[src/rtl/irq_ctrl_if.sv]
// Status/event bundle between the register file (master) and the interrupt controller (slave).
// ID_W is derived from N_SRC here so both ends always agree on the source-ID width.
interface irq_ctrl_if #(
  parameter int N_SRC = 4
);
  localparam int ID_W = (N_SRC > 1) ? $clog2(N_SRC) : 1;

  logic [N_SRC-1:0] err_i;
  logic [N_SRC-1:0] enable_i;
  logic [N_SRC-1:0] mode_i;
  logic [N_SRC-1:0] clr_i;
  logic [N_SRC-1:0] pending_o;
  logic [N_SRC-1:0] ovf_o;
  logic             irq_o;
  logic [ID_W-1:0]  irq_id_o;

  modport master (
    output err_i, enable_i, mode_i, clr_i,
    input  pending_o, ovf_o, irq_o, irq_id_o
  );

  modport slave (
    input  err_i, enable_i, mode_i, clr_i,
    output pending_o, ovf_o, irq_o, irq_id_o
  );
endinterface

[src/rtl/irq_ctrl.sv]
// Multi-source interrupt controller: per-source PULSE (stretched, retriggerable) or LATCHED
// pending state, sticky overflow, aggregated irq and lowest-index active source ID.
module irq_ctrl #(
  parameter logic IRQ_EN        = 1'b1,
  parameter int   N_SRC         = 4,
  parameter int   IRQ_HOLD_TIME = 1024
) (
  input logic       aclk,
  input logic       rstn,
  irq_ctrl_if.slave bus
);
  localparam int ID_W  = (N_SRC > 1) ? $clog2(N_SRC) : 1;
  localparam int CNT_W = $clog2(IRQ_HOLD_TIME + 1);
  localparam logic [CNT_W-1:0] CNT_LOAD = CNT_W'(IRQ_HOLD_TIME - 1);

  generate
    if (IRQ_EN) begin : g_en
      logic [N_SRC-1:0] pend_q, pend_d;
      logic [N_SRC-1:0] ovf_q, ovf_d;
      logic [CNT_W-1:0] cnt_q [N_SRC];
      logic [CNT_W-1:0] cnt_d [N_SRC];
      logic [N_SRC-1:0] ev;
      logic [N_SRC-1:0] act;
      logic [ID_W-1:0]  id;

      assign ev = bus.err_i & bus.enable_i;

      always_comb begin
        pend_d = pend_q;
        ovf_d  = ovf_q;
        cnt_d  = cnt_q;
        for (int i = 0; i < N_SRC; i++) begin
          if (bus.clr_i[i]) begin
            ovf_d[i] = 1'b0;
          end else if (ev[i] && pend_q[i]) begin
            ovf_d[i] = 1'b1;
          end

          if (bus.mode_i[i]) begin
            // Latched: clear first, then a same-cycle event re-sets; the counter stays frozen.
            if (bus.clr_i[i]) begin
              pend_d[i] = 1'b0;
              cnt_d[i]  = '0;
            end
            if (ev[i]) begin
              pend_d[i] = 1'b1;
            end
          end else begin
            if (ev[i]) begin
              pend_d[i] = 1'b1;
              cnt_d[i]  = CNT_LOAD;
            end else if (bus.clr_i[i]) begin
              pend_d[i] = 1'b0;
              cnt_d[i]  = '0;
            end else if (pend_q[i]) begin
              if (cnt_q[i] != '0) begin
                cnt_d[i] = cnt_q[i] - 1'b1;
              end else begin
                pend_d[i] = 1'b0;
              end
            end
          end
        end
      end

      always_ff @(posedge aclk or negedge rstn) begin
        if (!rstn) begin
          pend_q <= '0;
          ovf_q  <= '0;
          for (int i = 0; i < N_SRC; i++) begin
            cnt_q[i] <= '0;
          end
        end else begin
          pend_q <= pend_d;
          ovf_q  <= ovf_d;
          for (int i = 0; i < N_SRC; i++) begin
            cnt_q[i] <= cnt_d[i];
          end
        end
      end

      assign act = pend_q & bus.enable_i;

      // Scan from the top down so the lowest active index is the last one written.
      always_comb begin
        id = '0;
        for (int i = N_SRC - 1; i >= 0; i--) begin
          if (act[i]) begin
            id = ID_W'(i);
          end
        end
      end

      assign bus.pending_o = pend_q;
      assign bus.ovf_o     = ovf_q;
      assign bus.irq_o     = |act;
      assign bus.irq_id_o  = id;
    end else begin : g_dis
      assign bus.pending_o = '0;
      assign bus.ovf_o     = '0;
      assign bus.irq_o     = 1'b0;
      assign bus.irq_id_o  = '0;
    end
  endgenerate
endmodule
[src/flat_wrapper.sv]
// flat-port wrapper written by rule: the top's interface ports become plain ports
module irq_ctrl_flat 
#(
  parameter logic IRQ_EN        = 1'b1,
  parameter int   N_SRC         = 4,
  parameter int   IRQ_HOLD_TIME = 1024
)
  (aclk, rstn, bus_err_i, bus_enable_i, bus_mode_i, bus_clr_i, bus_pending_o, bus_ovf_o, bus_irq_o, bus_irq_id_o);
  irq_ctrl_if #(.N_SRC(N_SRC)) bus_i ();
  input logic aclk;
  input logic rstn;
  input wire logic [$bits(bus_i.err_i)-1:0] bus_err_i;
  input wire logic [$bits(bus_i.enable_i)-1:0] bus_enable_i;
  input wire logic [$bits(bus_i.mode_i)-1:0] bus_mode_i;
  input wire logic [$bits(bus_i.clr_i)-1:0] bus_clr_i;
  output wire logic [$bits(bus_i.pending_o)-1:0] bus_pending_o;
  output wire logic [$bits(bus_i.ovf_o)-1:0] bus_ovf_o;
  output wire logic [$bits(bus_i.irq_o)-1:0] bus_irq_o;
  output wire logic [$bits(bus_i.irq_id_o)-1:0] bus_irq_id_o;
  assign bus_i.err_i = bus_err_i;
  assign bus_i.enable_i = bus_enable_i;
  assign bus_i.mode_i = bus_mode_i;
  assign bus_i.clr_i = bus_clr_i;
  assign bus_pending_o = bus_i.pending_o;
  assign bus_ovf_o = bus_i.ovf_o;
  assign bus_irq_o = bus_i.irq_o;
  assign bus_irq_id_o = bus_i.irq_id_o;
  irq_ctrl #(.IRQ_EN(IRQ_EN), .N_SRC(N_SRC), .IRQ_HOLD_TIME(IRQ_HOLD_TIME)) u_core (.aclk(aclk), .rstn(rstn), .bus(bus_i));
endmodule
[config.mk]
export PLATFORM = sky130hd
export DESIGN_NAME = irq_ctrl_flat
export DESIGN_NICKNAME = d
export VERILOG_FILES = /design/src/rtl/irq_ctrl_if.sv /design/src/rtl/irq_ctrl.sv /design/src/flat_wrapper.sv
export SDC_FILE = /design/constraint.sdc
export NUM_CORES = 1
export LEC_CHECK = 0
export BUFFER_PORTS_ARGS = -buffer_cell sky130_fd_sc_hd__buf_2
export CAP_MARGIN = 5
export CORE_AREA = 2 2 107 83
export DETAILED_ROUTE_END_ITERATION = 10
export DIE_AREA = 0 0 109 85
export GPL_TIMING_DRIVEN = 0
export MAX_ROUTING_LAYER = met4
export SLEW_MARGIN = 20
export SYNTH_ARGS = -nofsm -noshare
export SYNTH_HDL_FRONTEND = slang
export SYNTH_SLANG_ARGS = --single-unit
[constraint.sdc]
create_clock -name aclk -period 2.5 [get_ports aclk]
set_clock_uncertainty 0.2 [all_clocks]
set_input_delay 0.5 -clock aclk [delete_from_list [all_inputs] [get_ports aclk]]
set_output_delay 0.5 -clock aclk [all_outputs]
set_load 0.05 [all_outputs]
# ---- After elaboration in Yosys (flattened, before gate mapping)
# Index checks and enable logic that the tools add are counted.
dict set report totals {
  ff_bits 52
  input_bits 18
  output_inout_bits 11
  wordCells 115
}
dict set report classes {
  addsub 4
  eq_ne 8
  muxes 64
  bitwise 2
  reduce_logical 25
}
# op n
set op_table {}
lappend op_table {{11-bit two-way mux} 24}
lappend op_table {{11-bit nonzero test} 4}
lappend op_table {{11-bit by 1-bit subtractor with 11-bit output, second input constant} 4}
lappend op_table {{1-bit two-way mux} 36}
lappend op_table {{3-bit nonzero test} 8}
lappend op_table {{3-bit by 1-bit inequality test with 1-bit output, second input constant} 4}
lappend op_table {{3-bit AND reduction} 4}
lappend op_table {{4-bit AND} 2}
lappend op_table {{2-bit two-way mux} 4}
lappend op_table {{2-bit by 1-bit inequality test with 1-bit output, second input constant} 4}
lappend op_table {{2-bit nonzero test} 4}
lappend op_table {{1-bit logical AND} 4}
lappend op_table {{4-bit OR reduction} 1}

# ---- Longest topological paths before layout
dict set report logic_depth {
  ltp_word 6
  ltp_mapped 7
  depth_no_buf 6
}

# ---- Worst setup path after synthesis
# Ideal clock, no wire load.
dict set report synth_path {
  path_kind {register to output}
  from {reg u_core.g_en.pend_q[3], in the netlist u_core.bus.pending_o[3]}
  to {out bus_irq_id_o[0]}
  arrival_time_ns 1.692
  t_required_ns 1.800
  path_slack_ns 0.108
  path_stages_with_launch 3
  path_buffers 0
  cell_sequence {dfrtp_1 > a32oi_1 > a21oi_1}
}
dict set report synth_via {
  elab_chain_len 5
}
# element line_no
set synth_rtl {}
lappend synth_rtl {{from (decl)} irq_ctrl.sv:18} ;# logic [N_SRC-1:0] pend_q, pend_d;
lappend synth_rtl {{from (signal assigned)} irq_ctrl.sv:74} ;# pend_q <= pend_d;
lappend synth_rtl {{4-bit AND} irq_ctrl.sv:82} ;# assign act = pend_q & bus.enable_i;
lappend synth_rtl {{2-bit two-way mux (4 in series)} irq_ctrl.sv:88} ;# if (act[i]) begin
lappend synth_rtl {{to (decl)} flat_wrapper.sv:19} ;# output wire logic [$bits(bus_i.irq_id_o)-1:0] bus_irq_id_o;
# No other way between the ends.

# ---- Worst setup path in the final report
dict set report layout_path {
  from {reg u_core.g_en.cnt_q[9] in the netlist's numbering}
  to {reg u_core.g_en.cnt_q[9] in the netlist's numbering}
}
dict set report layout_via {
  elab_chain_len 6
  word_cells_on_any_way 9
  classes_between {add/sub: 1; mux: 5; reduce/logical: 3}
}
# element line_no
set layout_rtl {}
lappend layout_rtl {{from (decl)} irq_ctrl.sv:20} ;# logic [CNT_W-1:0] cnt_q [N_SRC];
lappend layout_rtl {{from (signal, indexed assignment)} irq_ctrl.sv:77} ;# cnt_q[i] <= cnt_d[i];
lappend layout_rtl {{11-bit by 1-bit subtractor with 11-bit output} irq_ctrl.sv:57} ;# cnt_d[i] = cnt_q[i] - 1'b1;
lappend layout_rtl {{11-bit two-way mux} irq_ctrl.sv:56} ;# if (cnt_q[i] != '0) begin
lappend layout_rtl {{11-bit two-way mux} irq_ctrl.sv:55} ;# end else if (pend_q[i]) begin
lappend layout_rtl {{11-bit two-way mux} irq_ctrl.sv:52} ;# end else if (bus.clr_i[i]) begin
lappend layout_rtl {{11-bit two-way mux} irq_ctrl.sv:49} ;# if (ev[i]) begin
lappend layout_rtl {{11-bit two-way mux} irq_ctrl.sv:39} ;# if (bus.mode_i[i]) begin
# Several ways; a longest one is shown, not always the timed one. The select of a mux whose other input is x is not followed.
# A chain may end at the register's enable or synchronous reset.

==> metrics.txt <==
outcome completed; Post-CTS Hold Buffers 0; Critical Path Sink Type register; Synth area leader dfrtp_1; CP startpoint u_core.g_en.cnt_q[9]; crit-path max cell delay around 580 ps; met2 WL roughly 3600 um; Vert. Die Dim ~85 um; CP Max Fanout 10; Max-Cap Viols 0; Nets ~430; Yosys cell types 59; worst setup path class register to register; die area 0.00927 mm2; FF-to-FF setup slack around 220 ps; PortBufs 27; post-route DRC violation count 0; multi-input logic area ~0.0018 mm2; switch share around 40%; final setup violation count 0; share of flip-flops with an asynchronous set or reset between 90% and 100%; max-slew violations 0; Commonest cells post-synth dfrtp_1, a21oi_1, inv_1; Hold Path Class input port to asynchronous set/reset pin; met1 wire length 4190 um; GRT Overall Usage 19.5%; P_sw ~1000 uW; Top Metal Used met4; initial core utilization 40.1%; Seq/Total Area, Yosys 39.4%; Yosys reg bits 52; total I/O pin count 29; setup TNS 0 ps; Worst Path Buf+Inv 1; FMAX between 400 and 500 MHz; critical-path cell list or4_4 > o41ai_4 > buf_6 > a31o_4 > o32ai_1; Final Power about 2500 uW; largest net degree at the start of global routing 53; fillers slightly above 800; Core Box Area a little over 0.008 mm2; number of CTS-inserted buffers 5; min cycle time layout roughly 2300 ps; pre-CTS setup slack about 14 ps; post-DR vias/cell slightly below 6; Clk pwr share 20.2%; Seq. cell area about 0.0013 mm2; synthesized cell area ~0.0033 mm2; GP Congestion about 0.9; number of flops mapped to enable cells by yosys 0; Antenna Cells 0; Fin. Hold Viols 0; number of cell rows 29; first-pass GRT wire length about 14000 um; Synth warnings 0; CTS H-tree depth 2; clk sink count between 50 and 60; CP required approximately 2500 ps; Top Family by Delay on Critical Path compound AO/OA/AOI/OAI gates; slowest cell on the critical path or4_4; PnR worst setup slack 225 ps; Pleak 0.00152 uW; P_int between 1500 and 2000 uW; Die Wd 109 um; worst skew pair latency between 300 and 400 ps; clk root buf clkbuf_8; post-CTS setup buffers 0; Routed WL roughly 8300 um; post-synthesis cell count roughly 380; Power Density between 600 and 700 mW/mm2; Net Count, Synth 398; startpoint types register; Slew HR about 43%; average wire per standard cell 16.0 um; DRT Pass-1 Iters 5; RSZ-0062 raised after global routing false; Detail Route met3 WL a little under 500 um; initial antenna violation count 0; peak supply drop just under 500 uV; sequential cell fraction of total power between 40% and 50%; top area cells in the synthesized netlist dfrtp_1, a21oi_1, inv_1, o2bb2ai_1, nor3_1; Mapped Avg Cell Area approximately 9 um2; CTS max path bufs 2; via count 3076; drt initial violations approximately 190; vias in the first global route 2888; Worst-Margin Slew roughly 850 ps; CP arrival between 2000 and 2500 ps; worst reg2reg startpoint u_core.g_en.cnt_q[9]; combinational fraction of design power a little over a third; CTS tree built; layout cells sized above 1 between 10% and 20%; cell with the most instances after synthesis dfrtp_1; Synth Flop Type dfrtp_1; Routed Antenna Nets 0; grt total ovfl 0; fin crit share 91.0%; Synth top area share around two fifths; Clock transition at path regs 100 ps; Area Growth Syn to Fin 11.8%; dpl hpwl around 5800 um
[metal layers]
metal | up-vias | global-route usage [%]
met1 | 1468 | 29.2
met5 | - | -
met2 | 98 | 27.3
met4 | 0 | 3.61
met3 | 5 | 3.69
li1 | 1505 | -
[cell families after synthesis]
logic type	share of synthesized area (%)
compound gates	30.5
flops	39.4
fa+ha+maj	1.51
buf+inv	6.89
simple gates	21.7
[state kept, by name, indices dropped and copies added (netlist names)]
name and count:
u_core.bus.pending_o 4, u_core.g_en.cnt_q 44, u_core.bus.ovf_o 4
[layout make-up]
class                   count  area share (%)
plain buffers              20            2.81
clock buffers               6            1.96
clock inverters             2           0.373
inverters                  33            3.35
multi-input cells         271            48.9
flip-flops and latches     52            35.2
well taps                 108            3.66
repair buffers             27            3.73
[worst reg2reg max path, delay by kind of cell, from the launching register on]
| kind | cells | cell delay, ps |
|---|---|---|
| AO/OA/AOI/OAI | 3 | 780 |
| AND/OR/NAND/NOR | 1 | 580 |
| flip-flops | 1 | 400 |
| buffers and inverters | 1 | 200 |
[power by group through the flow]
stage	registers (uW)	clock network (uW)	logic, uW
2_1_floorplan	1130	0	639
4_1_cts	1120	529	866
5_1_grt	1150	567	979
3_3_place_gp	1130	0	854
6_report	1130	507	878
3_5_place_dp	1130	0	864
[placed cells by master (no fill, tap or decap), drive strengths merged, types with 6 or more instances in the layout]
master / n
dfrtp: 52
inv: 34
nand2: 16
o21ai: 17
nor4: 12
o22ai: 9
buf: 29
nor2b: 8
or3: 7
a31oi: 11
o32ai: 10
a21oi: 36
or4: 6
nand3: 7
nor3: 23
clkbuf: 24
nor2: 27
o2bb2ai: 14
[stage by stage]
step / cells / hold WS, ps / area [um2] / utilization, %
6_report: 519 / 11.6 / 3690 / 44.8
5_1_grt: 519 / 58.5 / 3690 / 44.8
4_1_cts: 519 / 38.4 / 3670 / 44.5
3_5_place_dp: 511 / 286 / 3580 / 43.4
3_3_place_gp: 511 / 281 / 3570 / 43.4
2_1_floorplan: 376 / 4.41 / 3300 / -
[repair_timing]
action,4_1_cts,5_1_grt
setup endpoints to repair,1,14
cloned,0,0
gates resized for setup,1,4
[worst paths after layout]
check / end / cells after the start
max in group asynchronous: u_core.g_en.cnt_q[35] / 1
min in group aclk: u_core.bus.pending_o[2] / 3
min reg2reg: u_core.bus.ovf_o[0] / 2
max: u_core.g_en.cnt_q[9] / 5
min: u_core.g_en.cnt_q[0] / 1
max reg2reg: u_core.g_en.cnt_q[9] / 5
No activity file was read; power rests on OpenSTA's default activity.
